==> config.mk <==
export PLATFORM = sky130hd
export DESIGN_NAME = trans_term_tracker_ipa
export DESIGN_NICKNAME = d
export VERILOG_FILES = /design/src/rtl/mchan_ipa_pkg.sv /design/src/rtl/trans_cnt_slot_ipa.sv /design/src/rtl/trans_term_tracker_ipa.sv
export SDC_FILE = /design/constraint.sdc
export NUM_CORES = 1
export LEC_CHECK = 0
export CAP_MARGIN = 30
export CORE_MARGIN = 4
export CORE_UTILIZATION = 55
export DETAILED_ROUTE_END_ITERATION = 12
export DONT_BUFFER_PORTS = 1
export PLACE_DENSITY = 0.8
export SYNTH_ARGS = -nofsm -noshare
export SYNTH_HDL_FRONTEND = slang
export SYNTH_SLANG_ARGS = --single-unit
==> constraint.sdc <==
create_clock -name clk_i -period 3.6 [get_ports clk_i]
set_clock_uncertainty 0.2 [all_clocks]
set_input_delay 0.36 -clock clk_i [delete_from_list [all_inputs] [get_ports clk_i]]
set_output_delay 0.36 -clock clk_i [all_outputs]
set_load 0.1 [all_outputs]
==> src/rtl/mchan_ipa_pkg.sv <==
// Shared types for the transfer completion tracker: SID and outstanding-burst counter widths.
package mchan_ipa_pkg;

   localparam int unsigned PKG_SID_WIDTH = 2;
   localparam int unsigned PKG_CNT_WIDTH = 4;

   typedef logic [PKG_SID_WIDTH-1:0] sid_t;
   typedef logic [PKG_CNT_WIDTH-1:0] cnt_t;

   localparam cnt_t CNT_MAX = '1;

endpackage

==> src/rtl/trans_cnt_slot_ipa.sv <==
// One SID slot: outstanding-burst counter, last/active flags and registered termination pulse.
module trans_cnt_slot_ipa
   import mchan_ipa_pkg::*;
#(
   parameter int unsigned CNT_WIDTH = PKG_CNT_WIDTH
) (
   input  logic       clk_i,
   input  logic       rst_ni,
   input  logic       inc_i,
   input  logic [1:0] dec_i,
   input  logic       last_set_i,
   output logic       term_o,
   output logic       full_o,
   output logic       active_o,
   output logic       last_seen_o,
   output logic       underflow_o
);

   logic [CNT_WIDTH-1:0] cnt_q;
   logic [CNT_WIDTH-1:0] cnt_d;
   logic                 last_q;
   logic                 active_q;
   logic                 term_q;
   logic [CNT_WIDTH:0]   sum;
   logic [CNT_WIDTH:0]   eff_dec;
   logic                 underflow;
   logic                 last_d;
   logic                 active_d;
   logic                 term_d;

   always_comb begin
      // Completions on an idle slot are flagged at the top and must not touch the count.
      eff_dec   = active_q ? {{(CNT_WIDTH-1){1'b0}}, dec_i} : '0;
      sum       = {1'b0, cnt_q} + {{CNT_WIDTH{1'b0}}, inc_i};
      underflow = (sum < eff_dec);
      cnt_d     = underflow ? '0
                            : cnt_q + {{(CNT_WIDTH-1){1'b0}}, inc_i} - eff_dec[CNT_WIDTH-1:0];
      last_d    = last_q | last_set_i;
      active_d  = active_q | inc_i;
      term_d    = last_d & active_d & (cnt_d == '0);
   end

   always_ff @(posedge clk_i or negedge rst_ni) begin
      if (!rst_ni) begin
         cnt_q    <= '0;
         last_q   <= 1'b0;
         active_q <= 1'b0;
         term_q   <= 1'b0;
      end else if (term_d) begin
         cnt_q    <= '0;
         last_q   <= 1'b0;
         active_q <= 1'b0;
         term_q   <= 1'b1;
      end else begin
         cnt_q    <= cnt_d;
         last_q   <= last_d;
         active_q <= active_d;
         term_q   <= 1'b0;
      end
   end

   assign term_o      = term_q;
   assign full_o      = &cnt_q;
   assign active_o    = active_q;
   assign last_seen_o = last_q;
   assign underflow_o = underflow;

endmodule

==> src/rtl/trans_term_tracker_ipa.sv <==
// Per-transfer completion tracker: counts issued vs. retired bursts per SID and pulses
// term_sig_o once a transfer's last burst is issued and all its bursts have retired.
module trans_term_tracker_ipa
   import mchan_ipa_pkg::*;
#(
   parameter int unsigned NB_TRANSFERS    = 4,
   parameter int unsigned TRANS_SID_WIDTH = PKG_SID_WIDTH,
   parameter int unsigned CNT_WIDTH       = PKG_CNT_WIDTH
) (
   input  logic                       clk_i,
   input  logic                       rst_ni,
   input  logic                       issue_req_i,
   output logic                       issue_gnt_o,
   input  logic [TRANS_SID_WIDTH-1:0] issue_sid_i,
   input  logic                       issue_last_i,
   input  logic                       tx_cpl_i,
   input  logic [TRANS_SID_WIDTH-1:0] tx_cpl_sid_i,
   input  logic                       rx_cpl_i,
   input  logic [TRANS_SID_WIDTH-1:0] rx_cpl_sid_i,
   output logic [NB_TRANSFERS-1:0]    term_sig_o,
   output logic [NB_TRANSFERS-1:0]    busy_o,
   output logic                       err_o
);

   logic [NB_TRANSFERS-1:0] full_vec;
   logic [NB_TRANSFERS-1:0] active_vec;
   logic [NB_TRANSFERS-1:0] err_vec;
   logic                    issue_fire;
   logic                    err_q;

   // Grant depends only on the addressed slot's registered count, never on completions.
   assign issue_gnt_o = ~full_vec[issue_sid_i];
   assign issue_fire  = issue_req_i & issue_gnt_o;

   generate
      for (genvar gi = 0; gi < NB_TRANSFERS; gi++) begin : g_slot
         logic       inc;
         logic       tx_hit;
         logic       rx_hit;
         logic [1:0] dec;
         logic       last_seen;
         logic       underflow;

         assign inc    = issue_fire & (issue_sid_i == TRANS_SID_WIDTH'(gi));
         assign tx_hit = tx_cpl_i & (tx_cpl_sid_i == TRANS_SID_WIDTH'(gi));
         assign rx_hit = rx_cpl_i & (rx_cpl_sid_i == TRANS_SID_WIDTH'(gi));
         assign dec    = {1'b0, tx_hit} + {1'b0, rx_hit};

         trans_cnt_slot_ipa #(
            .CNT_WIDTH (CNT_WIDTH)
         ) i_slot (
            .clk_i       (clk_i),
            .rst_ni      (rst_ni),
            .inc_i       (inc),
            .dec_i       (dec),
            .last_set_i  (inc & issue_last_i),
            .term_o      (term_sig_o[gi]),
            .full_o      (full_vec[gi]),
            .active_o    (active_vec[gi]),
            .last_seen_o (last_seen),
            .underflow_o (underflow)
         );

         assign err_vec[gi] = underflow
                            | (inc & last_seen)
                            | ((tx_hit | rx_hit) & ~active_vec[gi]);
      end
   endgenerate

   always_ff @(posedge clk_i or negedge rst_ni) begin
      if (!rst_ni) begin
         err_q <= 1'b0;
      end else begin
         err_q <= err_q | (|err_vec);
      end
   end

   assign busy_o = active_vec;
   assign err_o  = err_q;

endmodule

==> flow_metrics.env <==
export IMPL_ys_types=43
export IMPL_critPathMaxStageDelay_ns=0.50
export IMPL_slowest_stage="nor4bb_1"
export IMPL_synth_edf_count=0
export IMPL_die_area_sq_mm=0.005749
export IMPL_post_place_cells=319
export IMPL_syn_to_final_growth_pct=5.885
export IMPL_status="finished clean"
export IMPL_cts_sinks=29
export IMPL_hold_path_class="in -> reg"
export IMPL_timing_slew_headroom=0.3765
export IMPL_synthFlopType="dfrtp_1"
export IMPL_antennaDiodeCount=0
export IMPL_synth_warnings=0
export IMPL_required_ns=3.57
export IMPL_layout_cells_non_filler=328
export IMPL_drtIter0Drc=150
export IMPL_final_nets=336
export IMPL_cts_max_level=2
export IMPL_synth_nets=336
export IMPL_place_area_sq_mm=0.002556
export IMPL_max_vdd_ir_drop_uv=668.0
export IMPL_fill_cells=366
export IMPL_start_util=0.5731
export IMPL_routedWlPerCell_um=15.57
export IMPL_async_reset_ff_frac=1.000
export IMPL_numCtsBuffers=5
export IMPL_layout_drive_gt1_share=0.09420
export IMPL_synth_top_area_share=0.2868
export IMPL_fin_area_sq_mm=0.002679
export IMPL_grt_setup_unrepaired="false"
export IMPL_end_kind="flop"
export IMPL_core_area_sq_mm=0.004414
export IMPL_slew_violations=0
export IMPL_clk_pin_slew_ns=0.06
export IMPL_post_route_period_util=0.9277
export IMPL_rrSetupSlack_ns=0.26
export IMPL_critical_path_max_fanout=4
export IMPL_ioPinCount=22
export IMPL_synthCells=276
export IMPL_timing_hold_ws_ns=0.01003
export IMPL_cts_tree="built"
export IMPL_critPathTopFamily="adder cells"
export IMPL_place_congestion=0.8240
export IMPL_antenna_left=0
export IMPL_grt_max_degree=30
export IMPL_clock_latency_ns=0.28
export IMPL_synth_top_area_cell="dfrtp_1"
export IMPL_path_buf_inv=2
export IMPL_power_leakage_nw=1.303
export IMPL_cellPowerDensity_mw_per_mm2=976.4
export IMPL_synth_area_sq_mm=0.002530
export IMPL_tightest_slew_ns=0.9353
export IMPL_setup_viol=0
export IMPL_critical_path_most_common_cell="ha_1"
export IMPL_grt_pass1_vias=1900
export IMPL_drc_errors=0
export IMPL_crit_arrival_ns=3.31
export IMPL_critPathKind="reg -> reg"
export IMPL_fmax_mhz=299.4
export IMPL_layout_min_cycle_time_ns=3.340
export IMPL_maxCapViolCount=0
export IMPL_via_count=1950
export IMPL_final_core_util=0.6069
export IMPL_dp_hpwl_um=4039
export IMPL_fin_tns_setup_ns=0
export IMPL_vias_per_cell=5.945
export IMPL_overflow=0
export IMPL_crit_chain="ha_1 > nand3_1 > and4_1 > inv_1 > ha_1 > inv_1 > ha_1 > fa_1 > xnor2_1 > nor4bb_1 > nor3_2 > a32o_1"
export IMPL_avgSynthCellArea_sq_um=9.166
export IMPL_routed_wl_um=5108
export IMPL_first_pass_iters=4
export IMPL_worst_setup_path_start_kind="flop"
export IMPL_io_buffers=0
export IMPL_fp_dieW_um=75.82
export IMPL_grt_pass1_wl_um=8590
export IMPL_hold_violations=0
export IMPL_seq_area_frac_synth=0.2868
export IMPL_root_buffer="clkbuf_8"
export IMPL_antenna_found_initial=0
export IMPL_grtUsageTotal=0.1986
export IMPL_ys_seq_elements=29
export IMPL_die_h_um=75.82
export IMPL_clockBufferDepth=2
export IMPL_synth_area_leaders="dfrtp_1 29%, ha_1 22%, inv_1 5.2%, fa_1 3.2%, a21oi_1 3.0%"
export IMPL_rows=24
[cell families after synthesis]
kind of cell | share of synthesized area
AO/OA/AOI/OAI | 0.1182
XOR/XNOR | 0.04154
adder cells (fa/ha/maj) | 0.2493
buffers and inverters | 0.09100
flip-flops | 0.2868
multiplexers | 0.008901
AND/OR/NAND/NOR | 0.2043
[layout make-up]
cell class | instances | area [sq um] | area share
clock buffer | 7 | 86.33 | 0.03223
timing repair buffer | 8 | 75.07 | 0.02802
tap | 52 | 65.06 | 0.02429
sequential | 29 | 725.7 | 0.2709
inverter | 35 | 131.4 | 0.04904
multi-input combinational | 197 | 1595 | 0.5955
[registers in the layout (all words and copies together), names as in the netlist]
register and flops:
err_o 1, g_slot.i_slot.active_o 4, g_slot.i_slot.cnt_q 16, g_slot.i_slot.last_seen_o 4, g_slot.i_slot.term_o 4
[cell usage in the layout, fill, tap and decap left out, types with 2 or more instances in the layout]
cell type / n
o22a_1: 4
a31oi_1: 4
xor2_1: 4
nand4bb_1: 2
fa_1: 4
clkbuf_8: 6
and4_1: 5
inv_1: 35
nand4_1: 3
o22ai_1: 2
dfrtp_1: 29
a21oi_1: 15
o32ai_1: 3
or2_2: 3
and2_1: 5
xnor2_1: 8
nand2_1: 18
nor2b_1: 3
nand3_1: 10
nor4_1: 2
and3_1: 4
buf_4: 6
and2b_2: 2
nor2_1: 19
nor3_2: 2
a21o_1: 4
o21ai_0: 10
nand3b_1: 3
ha_1: 44
[final timing paths]
check | start | endpoint | cells after the start
setup / recovery | g_slot[3].i_slot.cnt_q[2] | g_slot[3].i_slot.last_seen_o | 12
hold / removal | issue_last_i | g_slot[3].i_slot.term_o | 2
setup reg to reg | g_slot[3].i_slot.cnt_q[2] | g_slot[3].i_slot.last_seen_o | 12
hold reg to reg | g_slot[3].i_slot.last_seen_o | g_slot[3].i_slot.last_seen_o | 1
max in group asynchronous | rst_ni | g_slot[0].i_slot.cnt_q[0] | 2
min in group asynchronous | rst_ni | g_slot[2].i_slot.cnt_q[1] | 2
[report_power, final]
part	internal, mW	switching [mW]	total, mW
Sequential	0.496	0.291	0.788
Clock	0.151	0.121	0.272
Combinational	0.661	0.895	1.56
[layer usage]
layer	share of wire	wire, um	GRT usage	vias up
li1	-	-	-	956
met1	0.42	2132	0.2373	938
met2	0.51	2598	0.3356	45
met3	0.057	290	0.06728	11
met4	0.017	87	0.06214	0
met5	0	0	0	-
[synthesized netlist by cell type, types with 2 or more instances]
| library cell | n |
|---|---|
| o22ai_1 | 2 |
| and2b_2 | 2 |
| xor2_1 | 4 |
| inv_1 | 35 |
| nand2_1 | 18 |
| a21oi_1 | 15 |
| xnor2_1 | 8 |
| o32ai_1 | 3 |
| ha_1 | 44 |
| nand3b_1 | 3 |
| clkbuf_1 | 2 |
| nand4bb_1 | 2 |
| o21ai_0 | 10 |
| and4_1 | 5 |
| and3_1 | 4 |
| nand3_1 | 10 |
| nor2_1 | 19 |
| nor2b_1 | 3 |
| a21o_1 | 4 |
| nand4_1 | 3 |
| nor3_2 | 2 |
| nor4_1 | 3 |
| nor4bb_1 | 2 |
| or2_2 | 3 |
| dfrtp_1 | 29 |
| fa_1 | 4 |
| and2_1 | 5 |
| buf_2 | 4 |
| buf_4 | 8 |
| o22a_1 | 4 |
| a31oi_1 | 4 |
[per-stage QoR]
step / setup WS (ns) / total power, mW
after CTS: 0.1945 / 2.620
after detailed placement: 0.2325 / 2.316
final: 0.2601 / 2.616
after global routing: 0.05531 / 2.844
after global placement: 0.2992 / 2.255
after floorplan: 0.3156 / 2.077
[timing repair]
item / in CTS / in global routing
resized for setup: 0 / 1
setup buffers: 0 / 0
endpoints found under the hold margin: 29 / 0
hold buffers: 2 / 0
setup endpoints to repair: 0 / 2
Note: power is estimated with default switching activity, not from simulation.
